`config.mk`:
```
export PLATFORM = sky130hd
export DESIGN_NAME = hazard_scoreboard
export DESIGN_NICKNAME = d
export VERILOG_FILES = /design/src/rtl/hazard_pkg.sv /design/src/rtl/md_tracker.sv /design/src/rtl/hazard_scoreboard.sv
export SDC_FILE = /design/constraint.sdc
export NUM_CORES = 1
export LEC_CHECK = 0
export CAP_MARGIN = 25
export CORE_ASPECT_RATIO = 0.5
export CORE_UTILIZATION = 39
export CTS_CLUSTER_SIZE = 25
export DETAILED_ROUTE_END_ITERATION = 12
export GPL_ROUTABILITY_DRIVEN = 0
export PLACE_DENSITY = 0.62
export RECOVER_POWER = 25
export SKIP_LAST_GASP = 1
export SLEW_MARGIN = 40
export SYNTH_ARGS = -nofsm -noshare
export SYNTH_HDL_FRONTEND = slang
export SYNTH_HIERARCHICAL = 1
export SYNTH_SLANG_ARGS = --single-unit
```
`constraint.sdc`:
```
create_clock -name clk -period 5.75 [get_ports clk]
set_input_delay 1.4375 -clock clk [delete_from_list [all_inputs] [get_ports clk]]
set_output_delay 1.4375 -clock clk [all_outputs]
set_load 0.01 [all_outputs]
```
`src/rtl/hazard_pkg.sv`:
```
// Shared constants and helpers for the hazard scoreboard: forward-select
// encodings and the register-address width derived from the register count.
package hazard_pkg;

   localparam logic [1:0] FWD_RF = 2'b00;
   localparam logic [1:0] FWD_W  = 2'b01;
   localparam logic [1:0] FWD_M  = 2'b10;
   localparam logic [1:0] FWD_MD = 2'b11;

   function automatic int raw_width(input int nreg);
      return $clog2(nreg);
   endfunction

endpackage

```
`src/rtl/md_tracker.sv`:
```
// Tracks the single in-flight multiply/divide operation: writeback countdown,
// destination register and the per-register pending scoreboard.
module md_tracker
   import hazard_pkg::*;
#(
   parameter  int NREG     = 32,
   parameter  int MD_LAT   = 4,
   parameter  int ZERO_REG = 1,
   localparam int RAW      = raw_width(NREG)
) (
   input  logic            clk,
   input  logic            rst_n,
   input  logic            md_op_E,
   input  logic [RAW-1:0]  write_reg_E,
   output logic [NREG-1:0] pending,
   output logic            md_busy,
   output logic            md_wb_valid,
   output logic [RAW-1:0]  md_wb_reg
);

   localparam int CW = $clog2(MD_LAT);

   logic [CW-1:0]   countdown;
   logic [NREG-1:0] pending_nxt;
   logic            issue_marks;

   assign md_busy     = (countdown != '0);
   assign md_wb_valid = (countdown == CW'(1));
   assign issue_marks = md_op_E && !((ZERO_REG != 0) && (write_reg_E == '0));

   // Clear the written-back register first; a fresh issue never targets the same cycle.
   always_comb begin
      pending_nxt = pending;
      if (md_wb_valid)
         pending_nxt[md_wb_reg] = 1'b0;
      if (issue_marks)
         pending_nxt[write_reg_E] = 1'b1;
   end

   always_ff @(posedge clk) begin
      if (!rst_n) begin
         countdown <= '0;
         md_wb_reg <= '0;
         pending   <= '0;
      end else begin
         pending <= pending_nxt;
         if (md_op_E) begin
            countdown <= CW'(MD_LAT - 1);
            md_wb_reg <= write_reg_E;
         end else if (countdown != '0) begin
            countdown <= countdown - CW'(1);
         end
      end
   end

endmodule

```
`src/rtl/hazard_scoreboard.sv`:
```
// Pipeline hazard unit: E-stage forwarding, load-use / scoreboard / MD structural
// stalls, taken-branch flush and a saturating stall-cycle counter.
module hazard_scoreboard
   import hazard_pkg::*;
#(
   parameter  int NREG     = 32,
   parameter  int MD_LAT   = 4,
   parameter  int CNT_W    = 16,
   parameter  int ZERO_REG = 1,
   localparam int RAW      = raw_width(NREG)
) (
   input  logic             clk,
   input  logic             rst_n,
   input  logic [RAW-1:0]   rs_D,
   input  logic [RAW-1:0]   rt_D,
   input  logic             uses_rs_D,
   input  logic             uses_rt_D,
   input  logic [RAW-1:0]   write_reg_D,
   input  logic             reg_write_D,
   input  logic             md_op_D,
   input  logic [RAW-1:0]   rs_E,
   input  logic [RAW-1:0]   rt_E,
   input  logic [RAW-1:0]   write_reg_E,
   input  logic             mem_to_reg_E,
   input  logic             md_op_E,
   input  logic             branch_taken_E,
   input  logic [RAW-1:0]   write_reg_M,
   input  logic             reg_write_M,
   input  logic [RAW-1:0]   write_reg_W,
   input  logic             reg_write_W,
   output logic [1:0]       forward_a_E,
   output logic [1:0]       forward_b_E,
   output logic             stall_F,
   output logic             stall_D,
   output logic             flush_D,
   output logic             flush_E,
   output logic             md_wb_valid,
   output logic [RAW-1:0]   md_wb_reg,
   output logic             md_busy,
   output logic [CNT_W-1:0] stall_count
);

   logic [NREG-1:0] pending;
   logic            lw_stall;
   logic            raw_stall;
   logic            waw_stall;
   logic            md_stall;
   logic            any_stall;

   // Register 0 never matches when it is hard-wired.
   function automatic logic reg_match(input logic [RAW-1:0] a, input logic [RAW-1:0] b);
      return (a == b) && ((ZERO_REG == 0) || (a != '0));
   endfunction

   function automatic logic [1:0] fwd_sel(input logic [RAW-1:0] src);
      if (reg_write_M && reg_match(src, write_reg_M))
         return FWD_M;
      else if (reg_write_W && reg_match(src, write_reg_W))
         return FWD_W;
      else if (md_wb_valid && reg_match(src, md_wb_reg))
         return FWD_MD;
      else
         return FWD_RF;
   endfunction

   md_tracker #(
      .NREG     (NREG),
      .MD_LAT   (MD_LAT),
      .ZERO_REG (ZERO_REG)
   ) u_md_tracker (
      .clk         (clk),
      .rst_n       (rst_n),
      .md_op_E     (md_op_E),
      .write_reg_E (write_reg_E),
      .pending     (pending),
      .md_busy     (md_busy),
      .md_wb_valid (md_wb_valid),
      .md_wb_reg   (md_wb_reg)
   );

   assign forward_a_E = fwd_sel(rs_E);
   assign forward_b_E = fwd_sel(rt_E);

   // A pending source may proceed in the writeback cycle thanks to the write-through register file.
   always_comb begin
      lw_stall  = mem_to_reg_E &&
                  ((uses_rs_D && reg_match(rs_D, write_reg_E)) ||
                   (uses_rt_D && reg_match(rt_D, write_reg_E)));
      raw_stall = (uses_rs_D && pending[rs_D] && !(md_wb_valid && reg_match(rs_D, md_wb_reg))) ||
                  (uses_rt_D && pending[rt_D] && !(md_wb_valid && reg_match(rt_D, md_wb_reg)));
      waw_stall = reg_write_D && pending[write_reg_D] && !md_wb_valid;
      md_stall  = md_op_D && (md_busy || md_op_E);
      any_stall = lw_stall || raw_stall || waw_stall || md_stall;
   end

   // A taken branch squashes the younger stages, overriding any stall.
   always_comb begin
      if (branch_taken_E) begin
         stall_F = 1'b0;
         stall_D = 1'b0;
         flush_D = 1'b1;
         flush_E = 1'b1;
      end else begin
         stall_F = any_stall;
         stall_D = any_stall;
         flush_D = 1'b0;
         flush_E = any_stall;
      end
   end

   always_ff @(posedge clk) begin
      if (!rst_n)
         stall_count <= '0;
      else if (stall_D && (stall_count != '1))
         stall_count <= stall_count + CNT_W'(1);
   end

endmodule
```
==> flow_summary.json, run 1 <==
{
  "yosys.area.top_type": "dfxtp_1",
  "syn_nets": 513,
  "finalMaxSlewViolations": 61,
  "cts_sinks": 55,
  "largest_register_ff_count": 32,
  "fp.dieW_um": 150.7,
  "core_mm2": 0.01048,
  "r2r-end": "stall_count[0]",
  "worstSetupStartpoint": "write_reg_D[1]",
  "finalSetupViolations": 0,
  "drc": 0,
  "hold_viol": 0,
  "holdWs_ns": 0.4806,
  "cp.required_ns": 4.31,
  "critPathTopFamily": "buffers and inverters",
  "worstSetupEndpoint": "stall_D",
  "num_rows": 26,
  "cts_buffers": 5,
  "fill_cells": 991,
  "grt_setup_unrepaired": "false",
  "placed_area_mm2": 0.005271,
  "clk_path_buf_depth": 2,
  "drv_cap": 1,
  "hpwlAfterDp_mm": 9.520,
  "firstDrtPassIters": 5,
  "peakVddDrop_mv": 0.1104,
  "tightest_slew_ns": 2.467,
  "async_flop_share_pct": 0,
  "power_density_mw_per_mm2": 176.6,
  "cts-htree-levels": 2,
  "cp_data_arrival_time_ns": 3.96,
  "end_kind": "output pin",
  "grt_pass1_wl_mm": 20.03,
  "die_height_um": 76.34,
  "fmax_mhz": 185.2,
  "wire_per_inst_um": 18.40,
  "synth_area_leaders": "dfxtp_1 (26%), mux2i_1 (8.4%), mux4_2 (6.8%), xnor2_1 (6.5%), nand2_1 (4.3%)",
  "clkLatencyLatePin_ns": 0.30,
  "yosysWarnings": 6,
  "status": "finished, violations left",
  "antenna_found_initial": 0,
  "start_kind": "primary input",
  "track_usage_pct": 22.45,
  "path_max_fanout": 5,
  "violations": "capacitance limit, slew limit",
  "fin_nets": 590,
  "fin_setup_tns_ns": 0,
  "postRouteAntennaNets": 0,
  "cts_tree": "built",
  "fin_crit_sh_pct": 93.89,
  "num_vias": 3859,
  "ioPinCount": 82,
  "yosysMostFrequentCell": "dfxtp_1",
  "layout-drive-gt1-share_pct": 13.59,
  "grt_overflow_total": 0,
  "slew_headroom_pct": -64.48,
  "rrSetupSlack_ns": 2.72,
  "start_util_pct": 41.15,
  "hold_buffers": 0,
  "synth_ff_type": "dfxtp_1",
  "ctsResizeCount": 0,
  "r2r_cells": 10,
  "yosys_register_bits": 55,
  "fin_crit_ns": 5.399,
  "ys_seq_area_share_pct": 25.54,
  "critPathBufInv": 3,
  "p_leak_nw": 1.936,
  "synth_top_cell_area_share_pct": 25.54,
  "cp_slowest_cell": "mux4_2",
  "postSynthAreaPerCell_um2": 9.391,
  "path_cells": "clkdlybuf4s50_1 > buf_4 > mux4_2 > mux2_2 > nor3b_2 > nor4_1 > a211o_1 > nor4_4 > nor2_1 > dlymetal6s2s_1",
  "clock_skew_ns": 0.008010,
  "min_from": "stall_count[3]",
  "grt_max_degree": 61,
  "root_buffer": "clkbuf_16",
  "drt-vias-per-instance": 5.700,
  "ys_types": 59,
  "worstSetupPathType": "primary input to output pin",
  "hold_path_class": "flop to flop",
  "drtIter0Drc": 234,
  "die_area_mm2": 0.01150,
  "io_buffers": 81,
  "routed_wl_mm": 12.46,
  "r2r-start": "u_md_tracker/countdown[1]",
  "n_antenna_cell": 0,
  "critical_path.max_stage_delay_ns": 0.50,
  "area_growth_pct": 26.15,
  "synth_cells": 459,
  "grt_pass1_vias": 3764,
  "clkSlewWorstSetupHoldPaths_ns": 0.07,
  "final_cell_area_mm2": 0.005438,
  "synth_commonest_cells": "dfxtp_1 (55), nand2_1 (49), mux2i_1 (36)",
  "cp.depth": 10,
  "synth_edf_count": 0,
  "synth_area_mm2": 0.004310,
  "post_cts_buffers": 0
}
## logic make-up (layout without fill, tap and decap cells)
| logic type | after synthesis | count (layout) | synth area share (%) |
|---|---|---|---|
| xor+xnor | 50 | 50 | 10.16 |
| fa+ha+maj | 3 | 3 | 0.8709 |
| buf+inv | 39 | 117 | 5.254 |
| simple gates | 183 | 183 | 27.02 |
| mux | 57 | 57 | 18.64 |
| compound gates | 72 | 72 | 12.51 |
| flops | 55 | 55 | 25.54 |
## where the power goes
part | switching (mW) | internal [mW] | total (mW)
Combinational | 0.117 | 0.117 | 0.235
Clock | 0.146 | 0.178 | 0.323
Sequential | 0.0137 | 0.389 | 0.402
## layout make-up
cell class / instances / area (um^2) / area share [%]
Multi-Input combinational cell: 365 / 2988 / 54.95
Clock inverter: 2 / 20.02 / 0.3682
Clock buffer: 6 / 138.9 / 2.554
Tap cell: 140 / 175.2 / 3.221
Timing Repair Buffer: 104 / 996.0 / 18.32
Inverter: 5 / 18.77 / 0.3451
Sequential cell: 55 / 1101 / 20.25
## worst min-delay path by stage
stage                                         end  slack [ns]  cells past startpoint
after floorplan           u_md_tracker/pending[0]        0.43                      2
after global placement             stall_count[3]        0.47                      2
after detailed placement           stall_count[3]        0.48                      2
after CTS                          stall_count[3]        0.49                      2
after global routing              stall_count[11]        0.53                      2
final                              stall_count[3]        0.48                      2
## through the flow
| step | power [mW] | utilization [%] | setup slack (ns) | cells |
|---|---|---|---|---|
| floorplan | 0.5459 | - | 0.8948 | 459 |
| global placement | 0.6425 | 50.30 | 0.07188 | 669 |
| detailed placement | 0.6461 | 50.32 | 0.05356 | 669 |
| CTS | 0.9698 | 51.84 | 0.03632 | 677 |
| global route | 1.009 | 51.91 | 0.1575 | 677 |
| finish | 0.9605 | 51.91 | 0.3513 | 677 |
## worst reg2reg max path: cells and delay by family (launching register included)
kind            cells  cell delay [ns]
simple gates        5             1.17
fa+ha+maj           1             0.59
flops               1             0.30
compound gates      1             0.32
buf+inv             2             0.40
mux                 1             0.17
## per-layer routing
layer	vias up	track usage [%]	wire (um)
li1	1885	-	-
met1	1839	31.74	5720
met2	123	34.70	5670
met3	12	4.731	924
met4	0	5.300	140
met5	-	0	0
## layout by cell type (no fill, tap or decap), types with 12 or more instances in the layout
master	count
clkdlybuf4s50_1	75
dfxtp_1	55
nand2_1	49
mux2i_1	36
xnor2_1	32
buf_4	21
o211ai_1	19
xor2_1	18
nand2b_1	18
o21ai_0	15
a32o_1	15
nor2_1	14
nand3b_1	13
mux4_2	13
nand4_1	12
nor4_1	12
nand3_1	12
(Power assumes the default switching activity.)
==> run 2: changes to the inputs <==
CTS_BUF_LIST = sky130_fd_sc_hd__clkbuf_8   (was not set)
==> run 2 against run 1 <==
  * The run still ends with capacitance limit, slew limit left
  * Flip-flop and latch count did not move
  * Largest power group unchanged
  * Hold slack improved by 0.0024 ns
  * Design area fell by 1.0%
  * Wire length barely moved
  * Sequential power barely moved
  * Highest routed layer unchanged
  * Utilization fell by 0.54 points
==> flow_summary.json, run 2 (synthesis results as in run 1) <==
{
  "tightest_slew_ns": 2.416,
  "largest_register_ff_count": 32,
  "met1_usage_pct": 31.71,
  "root_buffer": "clkbuf_8",
  "clk_path_buf_depth": 2,
  "finalMaxSlewViolations": 61,
  "p_leak_nw": 1.911,
  "grt_pass1_vias": 3763,
  "fp.dieW_um": 150.7,
  "fin_nets": 590,
  "n_antenna_cell": 0,
  "drc": 0,
  "area_growth_pct": 24.85,
  "cts_buffers": 5,
  "track_usage_pct": 22.48,
  "placed_area_mm2": 0.005271,
  "clock_skew_ns": 0.01388,
  "grt_max_degree": 61,
  "holdWs_ns": 0.4830,
  "finalSetupViolations": 0,
  "cp.required_ns": 4.31,
  "status": "finished, violations left",
  "grt_overflow_total": 0,
  "layout-drive-gt1-share_pct": 13.59,
  "routed_wl_mm": 12.46,
  "drv_cap": 1,
  "hpwlAfterDp_mm": 9.520,
  "fin_crit_sh_pct": 93.92,
  "clkLatencyLatePin_ns": 0.32,
  "postRouteAntennaNets": 0,
  "ioPinCount": 82,
  "final_cell_area_mm2": 0.005381,
  "drtIter0Drc": 271,
  "met2_usage_pct": 34.70,
  "grt_setup_unrepaired": "false",
  "hold_path_class": "flop to flop",
  "grt_busiest_layer": "met2",
  "path_max_fanout": 5,
  "end_kind": "output pin",
  "fin_crit_ns": 5.400,
  "start_kind": "primary input",
  "hold_viol": 0,
  "cp_data_arrival_time_ns": 3.96,
  "cts_tree": "built",
  "io_buffers": 81,
  "drt-vias-per-instance": 5.773,
  "antenna_found_initial": 0,
  "violations": "capacitance limit, slew limit",
  "slew_headroom_pct": -61.10,
  "power_density_mw_per_mm2": 163.1,
  "final_common_cell": "clkdlybuf4s50_1",
  "met3_usage_pct": 4.731,
  "die_area_mm2": 0.01150,
  "fmax_mhz": 185.2,
  "cts_sinks": 55,
  "layout_common_cells": "clkdlybuf4s50_1 (75), dfxtp_1 (55), nand2_1 (49), mux2i_1 (36), xnor2_1 (32)",
  "fin_setup_tns_ns": 0,
  "start_util_pct": 41.15,
  "clkSlewWorstSetupHoldPaths_ns": 0.09,
  "wire_per_inst_um": 18.40,
  "worstSetupPathType": "primary input to output pin",
  "cts-htree-levels": 2,
  "layout_setup_ws_ns": 0.3495,
  "num_rows": 26,
  "num_vias": 3908,
  "peakVddDrop_mv": 0.08657,
  "die_height_um": 76.34,
  "firstDrtPassIters": 5,
  "grt_pass1_wl_mm": 20.02,
  "core_mm2": 0.01048,
  "place_ws_ns": 0.05356
}
-- run 2: cell count changes in the layout (fill, tap and decap cells not counted) --
cell,delta
clkbuf_16,-5
clkbuf_8,+5
-- run 2: where the power goes --
| group | internal, mW | total [mW] | leakage, nW | switching (mW) |
|---|---|---|---|---|
| clock | 0.102 | 0.240 | 0.0533 | 0.138 |
| sequential | 0.389 | 0.403 | 0.445 | 0.0137 |
| combinational | 0.117 | 0.235 | 1.41 | 0.117 |
-- run 2: metal layers --
layer	routed length [um]	up-vias	share of wire, %
met1	5846	1858	47
met5	0	-	0
li1	-	1886	-
met2	5488	147	44
met3	913	17	7.3
met4	212	0	1.7
-- run 2: area by class of cell --
type                       count  area [um^2]
fill                        1006         5094
timing repair buffer         104        996.0
tap                          140        175.2
inverter                       5        18.77
sequential                    55         1101
multi-input combinational    365         2988
clock buffer                   6        82.58
clock inverter                 2        20.02
-- run 2: repair_timing --
action,CTS,global route
setup buffers,0,0
hold buffers,0,0
hold endpoints to repair,0,0
setup endpoints to repair,0,3
resized for setup,0,5
-- run 2: worst max-delay path, cell delays in order --
cell and delay, ns:
clkdlybuf4s50_1 0.45, buf_4 0.16, mux4_2 0.50, mux2_2 0.28, nor3b_2 0.19, nor4_1 0.09
a211o_1 0.27, nor4_4 0.30, nor2_1 0.08, dlymetal6s2s_1 0.20
-- run 2: final timing paths --
path,start,cells past startpoint,endpoint,slack [ns]
max,write_reg_D[1],10,stall_D,0.35
min,stall_count[3],2,stall_count[3],0.48
max reg2reg,u_md_tracker/countdown[1],10,stall_count[0],2.73
min reg2reg,stall_count[3],2,stall_count[3],0.48
-- run 2: through the flow --
step / instances / utilization [%] / total power, mW
final: 677 / 51.37 / 0.8775
after global routing: 677 / 51.37 / 0.9234
after CTS: 677 / 51.30 / 0.8856
after detailed placement: 669 / 50.32 / 0.6461
after global placement: 669 / 50.30 / 0.6425
after floorplan: 459 / - / 0.5459
